## config.mk

```make
export PLATFORM = sky130hd
export DESIGN_NAME = down_timer_ctrl
export DESIGN_NICKNAME = d
export VERILOG_FILES = /design/src/rtl/down_timer_ctrl.sv
export SDC_FILE = /design/constraint.sdc
export NUM_CORES = 1
export LEC_CHECK = 0
export ABC_AREA = 1
export CAP_MARGIN = 20
export CORE_MARGIN = 2
export CORE_UTILIZATION = 28
export CTS_BUF_LIST = sky130_fd_sc_hd__clkbuf_8
export CTS_CLUSTER_SIZE = 25
export DETAILED_ROUTE_END_ITERATION = 8
export GPL_TIMING_DRIVEN = 0
export PLACE_DENSITY = 0.48
export SYNTH_ARGS = -nofsm -noshare
export SYNTH_HDL_FRONTEND = slang
export SYNTH_SLANG_ARGS = --single-unit
```

## constraint.sdc

```tcl
create_clock -name clk -period 2.2 [get_ports clk]
set_clock_uncertainty 0.2 [all_clocks]
set_input_delay 0.44 -clock clk [delete_from_list [all_inputs] [get_ports clk]]
set_output_delay 0.44 -clock clk [all_outputs]
set_load 0.02 [all_outputs]
```

## src/rtl/down_timer_ctrl.sv

```systemverilog
// ---------------------------------------------------------------------------------------------
// down_timer_ctrl
//
// Loadable, prescaled down-count timer controller. A start command in IDLE loads the start
// value; the clock is then divided by PRESCALE and the count decrements once per prescaled
// tick until it reaches zero. The tick strobe is exported so downstream free-running counters
// can be enabled off it. Optional auto-reload keeps the timer running by reloading the start
// value on the tick that follows the arrival at zero.
//
// Parameters:
//   WIDTH        bit width of load_val and count
//   PRESCALE     clock cycles per decrement, legal range 1..2^16-1
//   AUTO_RELOAD  1 = reload load_val after reaching zero and keep running
//
// Ports:
//   clk       in   system clock, rising edge
//   rst       in   synchronous, active-high reset
//   load_val  in   start value, sampled on an accepted start and on every reload
//   start     in   start request, only honoured in IDLE
//   pause     in   level; freezes prescaler and count while high in RUN/PAUSE
//   abort     in   returns to IDLE without done; count holds its value
//   count     out  current count value (registered)
//   busy      out  high in RUN and PAUSE
//   done      out  one-cycle pulse when the count reaches zero
//   tick      out  one-cycle strobe coincident with each decrement/reload edge
// ---------------------------------------------------------------------------------------------

module down_timer_ctrl #(
   parameter int unsigned WIDTH       = 4,
   parameter int unsigned PRESCALE    = 10,
   parameter bit          AUTO_RELOAD = 1'b0
) (
   input  logic             clk,
   input  logic             rst,
   input  logic [WIDTH-1:0] load_val,
   input  logic             start,
   input  logic             pause,
   input  logic             abort,
   output logic [WIDTH-1:0] count,
   output logic             busy,
   output logic             done,
   output logic             tick
);

   // Prescaler counts 0..PRESCALE-1; a PRESCALE of 1 still needs a 1-bit register.
   localparam int unsigned PW = (PRESCALE > 1) ? $clog2(PRESCALE) : 1;
   localparam logic [PW-1:0] PrescLast = PW'(PRESCALE - 1);

   typedef enum logic [1:0] {
      StIdle,
      StRun,
      StPause
   } state_e;

   state_e           state_q, state_d;
   logic [PW-1:0]    presc_q, presc_d;
   logic [WIDTH-1:0] count_q, count_d;
   logic             busy_q, busy_d;
   logic             done_q, done_d;
   logic             tick_q, tick_d;

   logic             presc_wrap;

   assign presc_wrap = (presc_q == PrescLast);

   // ------------------------------------------------------------------------------------------
   // State register
   // ------------------------------------------------------------------------------------------
   always_ff @(posedge clk) begin
      if (rst) begin
         state_q <= StIdle;
         presc_q <= '0;
         count_q <= '1;
         busy_q  <= 1'b0;
         done_q  <= 1'b0;
         tick_q  <= 1'b0;
      end else begin
         state_q <= state_d;
         presc_q <= presc_d;
         count_q <= count_d;
         busy_q  <= busy_d;
         done_q  <= done_d;
         tick_q  <= tick_d;
      end
   end

   // ------------------------------------------------------------------------------------------
   // Next-state and output logic
   // Priority inside a state: abort > pause > tick/decrement > start.
   // ------------------------------------------------------------------------------------------
   always_comb begin
      state_d = state_q;
      presc_d = presc_q;
      count_d = count_q;
      done_d  = 1'b0;
      tick_d  = 1'b0;

      unique case (state_q)
         StIdle: begin
            if (abort) begin
               // A start in the same cycle is discarded.
               presc_d = '0;
            end else if (start) begin
               count_d = load_val;
               presc_d = '0;
               if (load_val != '0) begin
                  state_d = StRun;
               end else begin
                  // Zero load finishes immediately without ever becoming busy.
                  done_d = 1'b1;
               end
            end
         end

         StRun, StPause: begin
            if (abort) begin
               state_d = StIdle;
               presc_d = '0;
            end else if (pause) begin
               state_d = StPause;
            end else begin
               // Leaving PAUSE counts on the same edge, so a pause held for k edges
               // delays everything by exactly k cycles.
               state_d = StRun;
               if (presc_wrap) begin
                  presc_d = '0;
                  tick_d  = 1'b1;
                  if (count_q == '0) begin
                     // Only reachable with auto-reload: the tick after zero reloads
                     // instead of decrementing, so the count never wraps.
                     count_d = load_val;
                     done_d  = (load_val == '0);
                  end else begin
                     count_d = count_q - WIDTH'(1);
                     if (count_q == WIDTH'(1)) begin
                        done_d = 1'b1;
                        if (!AUTO_RELOAD) begin
                           state_d = StIdle;
                        end
                     end
                  end
               end else begin
                  presc_d = presc_q + PW'(1);
               end
            end
         end

         default: begin
            state_d = StIdle;
            presc_d = '0;
         end
      endcase

      // busy is registered from the next state so it changes on the same edge as the state.
      busy_d = (state_d != StIdle);
   end

   assign count = count_q;
   assign busy  = busy_q;
   assign done  = done_q;
   assign tick  = tick_q;

endmodule

```

==> metrics.yaml, run 1 <==
global_routing:
  track_usage: 0.125
  grt-ovfl-total: 0
  grt_first_pass_wirelength_um: 3390
  maximum_number_of_pins_on_one_net_before_global_route_repair: 9
  number_of_global_route_vias_before_repair: 814
  antenna_violations_before_repair: 0
clocking:
  ctsHoldBuffers: 0
  postCtsSetupRepairBufs: 0
  clock_path_buffers: 2
  cts_buffers: 3
  htreeDepth: 1
  clock-sinks: 13
  cell_at_the_root_of_the_clock_tree: "sky130_fd_sc_hd__clkbuf_8"
  ctsResizeCount: 0
  clk_latency_ps: 250
  cts_tree: "built"
  clk_pin_slew_worst_paths_ps: 60
power_and_ir_drop:
  power_after_layout_uw: 674
  cellLeakagePower_uw: 0.000556
  p_per_area_nw_per_um2: 608
  vdd.ir_drop.worst_v: 0.000347
yosys:
  yosysTopAreaCellShare: 0.298
  dominant_combinational_cell_family_by_area_after_synthesis: "simple AND/OR/NAND/NOR gates"
  postSynthRegisterBits: 13
  synth_xor_area_frac: 0
  post_synth_num_cell_types: 21
  syn-cell-area_um2: 872
  synthesis_warnings: 0
  synth_area_per_cell_um2: 6.56
  synth-compound-area-share: 0.0732
  synth_nets: 148
  yosysTopAreaCell: "sky130_fd_sc_hd__dfxtp_1"
  synth.top_cells.by_area: "sky130_fd_sc_hd__dfxtp_1 30%, sky130_fd_sc_hd__nand2_1 17%, sky130_fd_sc_hd__inv_1 9.5%"
  synth-adder-area-share: 0.0861
  synthMuxAreaShare: 0
  syn-instance-count: 133
  synth-simple-area-share: 0.422
  synth.yosys.seq_area_share: 0.298
placed_design:
  gpl.final_weighted_congestion: 0.764
  dpl_cell_area_um2: 1060
  dpl_worst_slack_ps: 294
  placement.io_buffers: 15
  detailedPlacementHpwl_um: 1490
sta:
  final_critical_path_setup_slack_ps: 236
  worst_slew_margin_rel: 0.791
  hold_viol_final: 0
  fin_setup_tns_ps: 0
  finalSetupViolations: 0
  max_clock_freq_mhz: 509
  timing.final.max_slew_violations: 0
  final_period_minus_worst_setup_slack_ps: 1960
  grt_setup_unrepaired: "no"
  hold-worst-slack_ps: 288
  worst_slew_pin_slew_ps: 312
  layout_worst_path_cycle_share: 0.893
worst_setup_path:
  worstReg2RegStart: "state_q[1]$_SDFF_PP0_"
  reg2reg_depth: 9
  critical_path_arrival_ps: 1320
  critical_path_cell_sequence: "clkdlybuf4s50_1"
  startpoint_type: "flop"
  worst_r2r_endpoint: "count[0]$_SDFFE_PP1P_"
  critPathBufInv: 1
  endpoint_kind: "primary output"
  worst-path-max-fanout: 5
  cp_slowest_cell: "sky130_fd_sc_hd__clkdlybuf4s50_1"
  worst_path_dominant_cell_family: "buffers and inverters"
  worst-r2r-setup-slack_ps: 500
  timing.critical_path.slowest_cell_delay_ps: 640
  worstPathRequired_ps: 1560
  worst-setup-path-type: "reg2out"
floorplan:
  die-area_um2: 3580
  dieHeight_um: 59.8
  rows: 20
  design.core.area_um2: 3000
  floorplan.initialDensity: 0.290
  io-pin-count: 16
  die_x_um: 59.8
route:
  antenna_violating_nets_post_route: 0
  count_of_routing_violations_after_the_opening_detailed_route_iteration: 43
  viasPerCell: 4.48
  route.final.wire_length_um: 1830
  wl_per_cell_um: 9.90
  route.vias.total: 829
  drt_first_pass_iters: 3
  route.detailed.drc: 0
cells_and_area:
  filler_cell_count: 333
  area.growth.synth_to_final_pct: 27.3
  final_common_cell: "sky130_fd_sc_hd__nand2_1"
  post-route-cell-area_um2: 1110
  drive_above_1_share: 0.118
  insertedDiodeCount: 0
  layout.cells.most_common_list: "40 x sky130_fd_sc_hd__nand2_1, 22 x sky130_fd_sc_hd__inv_1, 15 x sky130_fd_sc_hd__clkdlybuf4s50_1"
  nets: 168
worst_hold_path:
  worstHoldPathCells: 2
  hold_start: "presc_q[1]$_SDFFE_PP0P_"
  min_to: "presc_q[1]$_SDFFE_PP0P_"
  hold_path_class: "reg2reg"
status:
  run_status: "completed"
flow_run:
  maxCapViolations: 0
how the worst max path moves through the flow:
stage | to | depth (start not counted) | from
after floorplan | busy$_SDFF_PP0_ | 8 | count[0]$_SDFFE_PP1P_
after global routing | count[3] | 1 | count[3]$_SDFFE_PP1P_
after detailed placement | count[1]$_SDFFE_PP1P_ | 8 | abort
final | count[3] | 1 | count[3]$_SDFFE_PP1P_
after CTS | count[3] | 1 | count[3]$_SDFFE_PP1P_
after global placement | count[1]$_SDFFE_PP1P_ | 8 | abort
cell families after synthesis:
family / count (synthesis)
compound gates: 11
fa+ha+maj: 6
buf+inv: 26
flops: 13
simple gates: 77
final cells by class:
class / count / area (um2) / area share
multi-input combinational: 94 / 507 / 0.457
sequential: 13 / 260 / 0.234
timing repair buffer: 15 / 150 / 0.135
inverter: 25 / 93.8 / 0.0846
clock buffer: 3 / 41.3 / 0.0372
tap: 33 / 41.3 / 0.0372
buffer: 1 / 11.3 / 0.0101
clock inverter: 1 / 5.00 / 0.00451
stage by stage:
stage,utilization,std cells
2_1_floorplan,-,133
3_3_place_gp,0.354,181
3_5_place_dp,0.354,181
4_1_cts,0.370,185
5_1_grt,0.370,185
6_report,0.370,185
where the power goes:
| part | switching, uW | internal (uW) | total, uW |
|---|---|---|---|
| clock network | 92.9 | 125 | 218 |
| logic | 111 | 78.0 | 189 |
| registers | 16.1 | 252 | 268 |
state kept, by name (all words and copies together) (netlist names):
register	flops
busy	1
done	1
count	4
tick	1
state_q	2
presc_q	4
synth_stat cells, drive strengths merged:
library cell / number
o21ai: 4
o21bai: 1
a21boi: 1
nand2: 45
inv: 24
nor2: 16
nand4: 3
clkinv: 1
dfxtp: 13
a21oi: 5
ha: 6
nand3: 11
buf: 1
nor3: 2
routing by layer:
metal	vias to the layer above	track usage	wire length, um
li1	449	-	-
met1	371	0.150	852
met2	7	0.211	889
met3	2	0.0411	69
met4	0	0.0381	19
met5	-	0	0
Power figures use the tool's default switching activity.
==> run 2, diff against run 1 <==
--- a/config.mk
+++ b/config.mk
@@ -6,6 +6,7 @@
 export NUM_CORES = 1
 export LEC_CHECK = 0
 export ABC_AREA = 1
+export ABC_CLOCK_PERIOD_IN_PS = 2200
 export CAP_MARGIN = 20
 export CORE_MARGIN = 2
 export CORE_UTILIZATION = 28
==> results of run 2 <==
Final layout, timing and power as in run 1 (identical DEF).
==> run 3, diff against run 2 <==
--- a/config.mk
+++ b/config.mk
@@ -13,8 +13,10 @@
 export CTS_BUF_LIST = sky130_fd_sc_hd__clkbuf_8
 export CTS_CLUSTER_SIZE = 25
 export DETAILED_ROUTE_END_ITERATION = 8
+export GPL_ROUTABILITY_DRIVEN = 0
 export GPL_TIMING_DRIVEN = 0
 export PLACE_DENSITY = 0.48
+export SETUP_SLACK_MARGIN = 0.4
 export SYNTH_ARGS = -nofsm -noshare
 export SYNTH_HDL_FRONTEND = slang
 export SYNTH_SLANG_ARGS = --single-unit
==> metrics.yaml, run 3 (synthesized netlist as in run 1, its figures left out) <==
global_routing:
  grt_first_pass_wirelength_um: 3430
  grt-ovfl-total: 0
  antenna_violations_before_repair: 0
  maximum_number_of_pins_on_one_net_before_global_route_repair: 9
  number_of_global_route_vias_before_repair: 820
  track_usage: 0.127
route:
  drt_first_pass_iters: 4
  wl_per_cell_um: 9.86
  route.detailed.drc: 0
  count_of_routing_violations_after_the_opening_detailed_route_iteration: 43
  route.final.wire_length_um: 1830
  route.vias.total: 832
  antenna_violating_nets_post_route: 0
  viasPerCell: 4.50
sta:
  hold_viol_final: 0
  timing.final.max_slew_violations: 0
  grt_setup_unrepaired: "yes"
  worst_slew_margin_rel: 0.793
  max_clock_freq_mhz: 590
  worst_slew_pin_slew_ps: 309
  finalSetupViolations: 0
  layout_worst_path_cycle_share: 0.770
  final_period_minus_worst_setup_slack_ps: 1690
  fin_setup_tns_ps: 0
worst_setup_path:
  worstPathRequired_ps: 2140
  endpoint_kind: "flop"
  worstReg2RegStart: "state_q[1]$_SDFF_PP0_"
  worst-r2r-setup-slack_ps: 510
  startpoint_type: "flop"
  worst-path-max-fanout: 8
  reg2reg_depth: 9
  worst-setup-path-type: "reg2reg"
  critical_path_arrival_ps: 1640
  worst_r2r_endpoint: "count[0]$_SDFFE_PP1P_"
worst_hold_path:
  worstHoldPathCells: 2
  min_to: "count[1]$_SDFFE_PP1P_"
  hold_start: "count[1]$_SDFFE_PP1P_"
  hold_path_class: "reg2reg"
placed_design:
  placement.io_buffers: 15
  detailedPlacementHpwl_um: 1490
clocking:
  htreeDepth: 1
  clock_path_buffers: 2
  clk_latency_ps: 250
  ctsHoldBuffers: 0
  cell_at_the_root_of_the_clock_tree: "sky130_fd_sc_hd__clkbuf_8"
  clock-sinks: 13
  cts_tree: "built"
  cts_buffers: 3
  clk_pin_slew_worst_paths_ps: 60
cells_and_area:
  layout.cells.most_common_list: "40 x sky130_fd_sc_hd__nand2_1, 22 x sky130_fd_sc_hd__inv_1, 13 x sky130_fd_sc_hd__dfxtp_1"
  filler_cell_count: 336
  insertedDiodeCount: 0
  nets: 168
  multi_input_logic_area_um2: 507
  seq_area_um2: 260
  final_common_cell: "sky130_fd_sc_hd__nand2_1"
  drive_above_1_share: 0.118
  area.growth.synth_to_final_pct: 26.3
floorplan:
  floorplan.initialDensity: 0.290
  die-area_um2: 3580
  dieHeight_um: 59.8
  rows: 20
  io-pin-count: 16
  design.core.area_um2: 3000
  die_x_um: 59.8
power_and_ir_drop:
  vdd.ir_drop.worst_v: 0.000347
  power_after_layout_uw: 665
  cellLeakagePower_uw: 0.000565
  p_per_area_nw_per_um2: 604
status:
  run_status: "completed"
flow_run:
  maxCapViolations: 0
==> run 3: cell types whose count changed in the layout (fill, tap and decap cells not counted), sizes merged <==
cell           delta
dlygate4sd2       +7
clkdlybuf4s50     -7
==> run 3: critical path: stages, from the launching register on <==
cell	delay, ps
sky130_fd_sc_hd__dfxtp_1	370
sky130_fd_sc_hd__inv_1	60
sky130_fd_sc_hd__ha_1	280
sky130_fd_sc_hd__buf_6	140
sky130_fd_sc_hd__nand2_4	60
sky130_fd_sc_hd__nand2_4	70
sky130_fd_sc_hd__nor2_4	130
sky130_fd_sc_hd__nand2_4	90
sky130_fd_sc_hd__a21oi_1	130
sky130_fd_sc_hd__nand2_1	60
==> run 3: how the worst max path moves through the flow <==
stage,from,end,slack (ps),depth (start not counted)
after CTS,count[3]$_SDFFE_PP1P_,count[3],500,1
after global placement,abort,count[1]$_SDFFE_PP1P_,310,8
after detailed placement,abort,count[1]$_SDFFE_PP1P_,290,8
after floorplan,count[0]$_SDFFE_PP1P_,busy$_SDFF_PP0_,610,8
after global routing,state_q[0]$_SDFF_PP0_,count[1]$_SDFFE_PP1P_,390,9
final,state_q[1]$_SDFF_PP0_,count[0]$_SDFFE_PP1P_,510,9
==> run 3: stage by stage <==
step | hold slack (ps) | setup WS, ps | cell area (um2) | cells | util
final | 287 | 505 | 1100 | 185 | 0.367
after global routing | 321 | 391 | 1100 | 185 | 0.367
after CTS | 291 | 498 | 1100 | 185 | 0.367
after floorplan | 254 | 607 | 872 | 133 | -
after global placement | 274 | 310 | 1060 | 181 | 0.354
after detailed placement | 282 | 294 | 1060 | 181 | 0.354
==> run 3: power by group <==
part / leakage [uW] / switching [uW] / internal, uW / total (uW)
sequential: 0.000106 / 15.5 / 252 / 267
combinational: 0.000433 / 111 / 69.8 / 180
clock: 0.0000255 / 92.8 / 125 / 218
total: 0.000565 / 219 / 447 / 665
==> run 3: layout make-up <==
type                       instances  area share
multi-input combinational         94       0.460
sequential                        13       0.236
timing repair buffer              15       0.128
inverter                          25      0.0852
clock buffer                       3      0.0375
tap                               33      0.0375
buffer                             1      0.0102
clock inverter                     1     0.00455
==> run 3: metal layers <==
metal | vias up | GRT usage | wire, um | share of wire
met4 | 0 | 0.0381 | 19 | 0.010
met5 | - | 0 | 0 | 0
li1 | 449 | - | - | -
met3 | 2 | 0.0411 | 63 | 0.035
met2 | 7 | 0.214 | 891 | 0.49
met1 | 374 | 0.151 | 850 | 0.47
==> run 3: what timing repair did <==
item | CTS | global route
setup endpoints to repair | 7 | 2
gates resized for setup | 7 | 0
endpoints found under the hold margin | 0 | 0
cloned | 0 | 0
setup buffers | 0 | 0
==> patch (config.mk and constraints of run 3) <==
`PRESCALE`: 10 -> 12.
--- a/src/rtl/down_timer_ctrl.sv
+++ b/src/rtl/down_timer_ctrl.sv
@@ -27,7 +27,7 @@
 
 module down_timer_ctrl #(
    parameter int unsigned WIDTH       = 4,
-   parameter int unsigned PRESCALE    = 10,
+   parameter int unsigned PRESCALE    = 12,
    parameter bit          AUTO_RELOAD = 1'b0
 ) (
    input  logic             clk,
Formal check against the unedited RTL: same outputs for any inputs over 10 cycles, from zero or initial values and one cycle with rst high; that may be too few to reach the edited logic, so the function may still have changed.
==> patch against run 3 <==
  * Global-route usage fell by 0.67 points
  * Area after synthesis fell by 5.5%
  * Wire length fell by 0.27%
  * Largest cell class unchanged
  * Via count fell by 1.7%
  * Setup slack got worse by 17 ps
  * Hold slack got worse by 20 ps
  * Count of clock-buffer cells in the layout did not move
  * Sequential cell count did not move
  * Non-clock buffer count did not move
  * Total power fell by 0.28%
  * Cell area fell by 2.4%
  * Sequential power rose by 1%
==> patch: results (changes against run 3) <==
[outcome]
outcome=finished clean

[worst_hold_path]
hold-path-endpoint=presc_q[2]
worst_hold_path_type=reg2reg
hp-start=presc_q[2]
holdPathStages=2  ; unchanged

[power]
vdd_drop_max_v=0.000559  ; +61%
p_sw_mw=0.215  ; -1.6%
leakage_nw=0.580  ; +2.7%

[global_routing]
grt_max_degree=11  ; +2
grtUsageTotal_pct=12.0  ; -0.67 points
first_global_vias=723  ; -12%
grt_pass1_wl_um=3090  ; -9.9%

[critical_path]
crit_family=flip-flops
slowest_delay_ps=460  ; +90 ps
crit_path_top_delay_cell=dfxtp_1
crit_fanout=6  ; -2
regToRegStartpoint=state_q[0]

[placement]
hpwl_um=1420  ; -4.9%
dpl.cell_count=175  ; -3.3%
pre_cts_ws_ps=308  ; +13.8 ps
place_area_sq_um=1010  ; -4.7%

[final_layout]
fill_cells=310  ; -7.7%
drive_gt1_share_pct=7.43  ; -4.4 points
nets=163  ; -3.0%

[clock_network]
cts_inserted_buffers=3  ; unchanged
clkTransAtPathRegs_ps=60  ; about the same
clockBufferDepth=2  ; unchanged
cts-root-buf=clkbuf_8
cts_htree_levels=1  ; unchanged

[synthesis]
synth_top_cells_by_area=dfxtp_1 32%, nand2_1 19%, inv_1 10%, ha_1 7.6%, nand3_1 7.3%
synth_top_cells_by_count=42 x nand2_1, 23 x inv_1, 13 x dfxtp_1, 12 x nand3_1, 9 x nor2_1
yosysSeqAreaShare_pct=31.6  ; +1.7 points
yosysWarnings=0  ; unchanged
synth_nets=143  ; -3.4%
syn_avg_cell_area_sq_um=6.39  ; -2.5%
ys_types=20  ; -4.8%

[routing]
drt-total-wl_um=1820  ; -0.27%
wl_per_cell_um=10.2  ; +3.1%
drtPass1Iterations=4  ; unchanged
viasPerCell=4.57  ; +1.6%
drt_iter0_drc=21  ; -51%

[timing]
worst_pin_slew_ps=295  ; -14.0 ps

-- patch: cell count changes after synthesis, moves of 2 or more --
cell and delta:
a21oi_1 +2, inv_2 -2, nand2_1 +2, nor2_1 -2, nor2_4 -2
-- patch: what timing repair did --
action,4_1_cts,5_1_grt
setup buffers,0,0
endpoints found under the hold margin,0,0
setup endpoints to repair,4,6
hold buffers,0,0
gates resized for setup,4,6
-- patch: cell type report --
| class | instances | area share [%] |
|---|---|---|
| multi-input combinational | 91 | 44.2 |
| sequential | 13 | 24.2 |
| timing repair buffer | 15 | 14.2 |
| clock inverter | 1 | 0.349 |
| clock buffer | 3 | 3.84 |
| inverter | 24 | 8.50 |
| tap | 31 | 3.61 |
| buffer | 1 | 1.05 |
-- patch: routing by layer --
layer	vias to the layer above	track usage (%)	wire length, um
met3	2	5.13	101
met1	365	14.7	891
met4	0	2.99	16
li1	437	-	-
met2	14	19.3	810
met5	-	0	0
-- patch: stage by stage --
stage | hold WS [ps] | util [%]
finish | 266 | 38.6
floorplan | 236 | -
detailed placement | 258 | 36.4
CTS | 267 | 37.9
global placement | 249 | 36.4
global route | 284 | 38.6
-- patch: how the worst max path moves through the flow --
stage	to	slack (ps)	cells after the start	from
2_1_floorplan	count[3]	610	9	state_q[0]
3_3_place_gp	count[0]	300	7	abort
3_5_place_dp	count[0]	310	8	start
4_1_cts	busy	400	1	busy
5_1_grt	count[3]	410	9	state_q[0]
6_report	count[2]	490	1	count[2]
-- patch: cells by family (layout without fill, tap and decap cells) --
group	count (synthesis)	count (layout)	share of synthesized area, %
adders and majority gates	5	5	7.59
buffers and inverters	25	44	12.4
DFF	13	13	31.6
AOI/OAI and AO/OA	12	12	7.89
and+or+nand+nor	74	74	40.5
-- patch: tightest hold or removal path: cells and delay by family, from the launching register on --
kind	cells	cell delay [ps]
DFF	1	310
AOI/OAI and AO/OA	1	50
and+or+nand+nor	1	60
-- patch: power by group through the flow --
| stage | Combinational [mW] | Sequential, mW | Clock [mW] |
|---|---|---|---|
| CTS | 0.177 | 0.271 | 0.221 |
| detailed placement | 0.183 | 0.276 | 0 |
| global route | 0.205 | 0.275 | 0.234 |
| global placement | 0.182 | 0.276 | 0 |
| floorplan | 0.105 | 0.288 | 0 |
| finish | 0.181 | 0.271 | 0.212 |
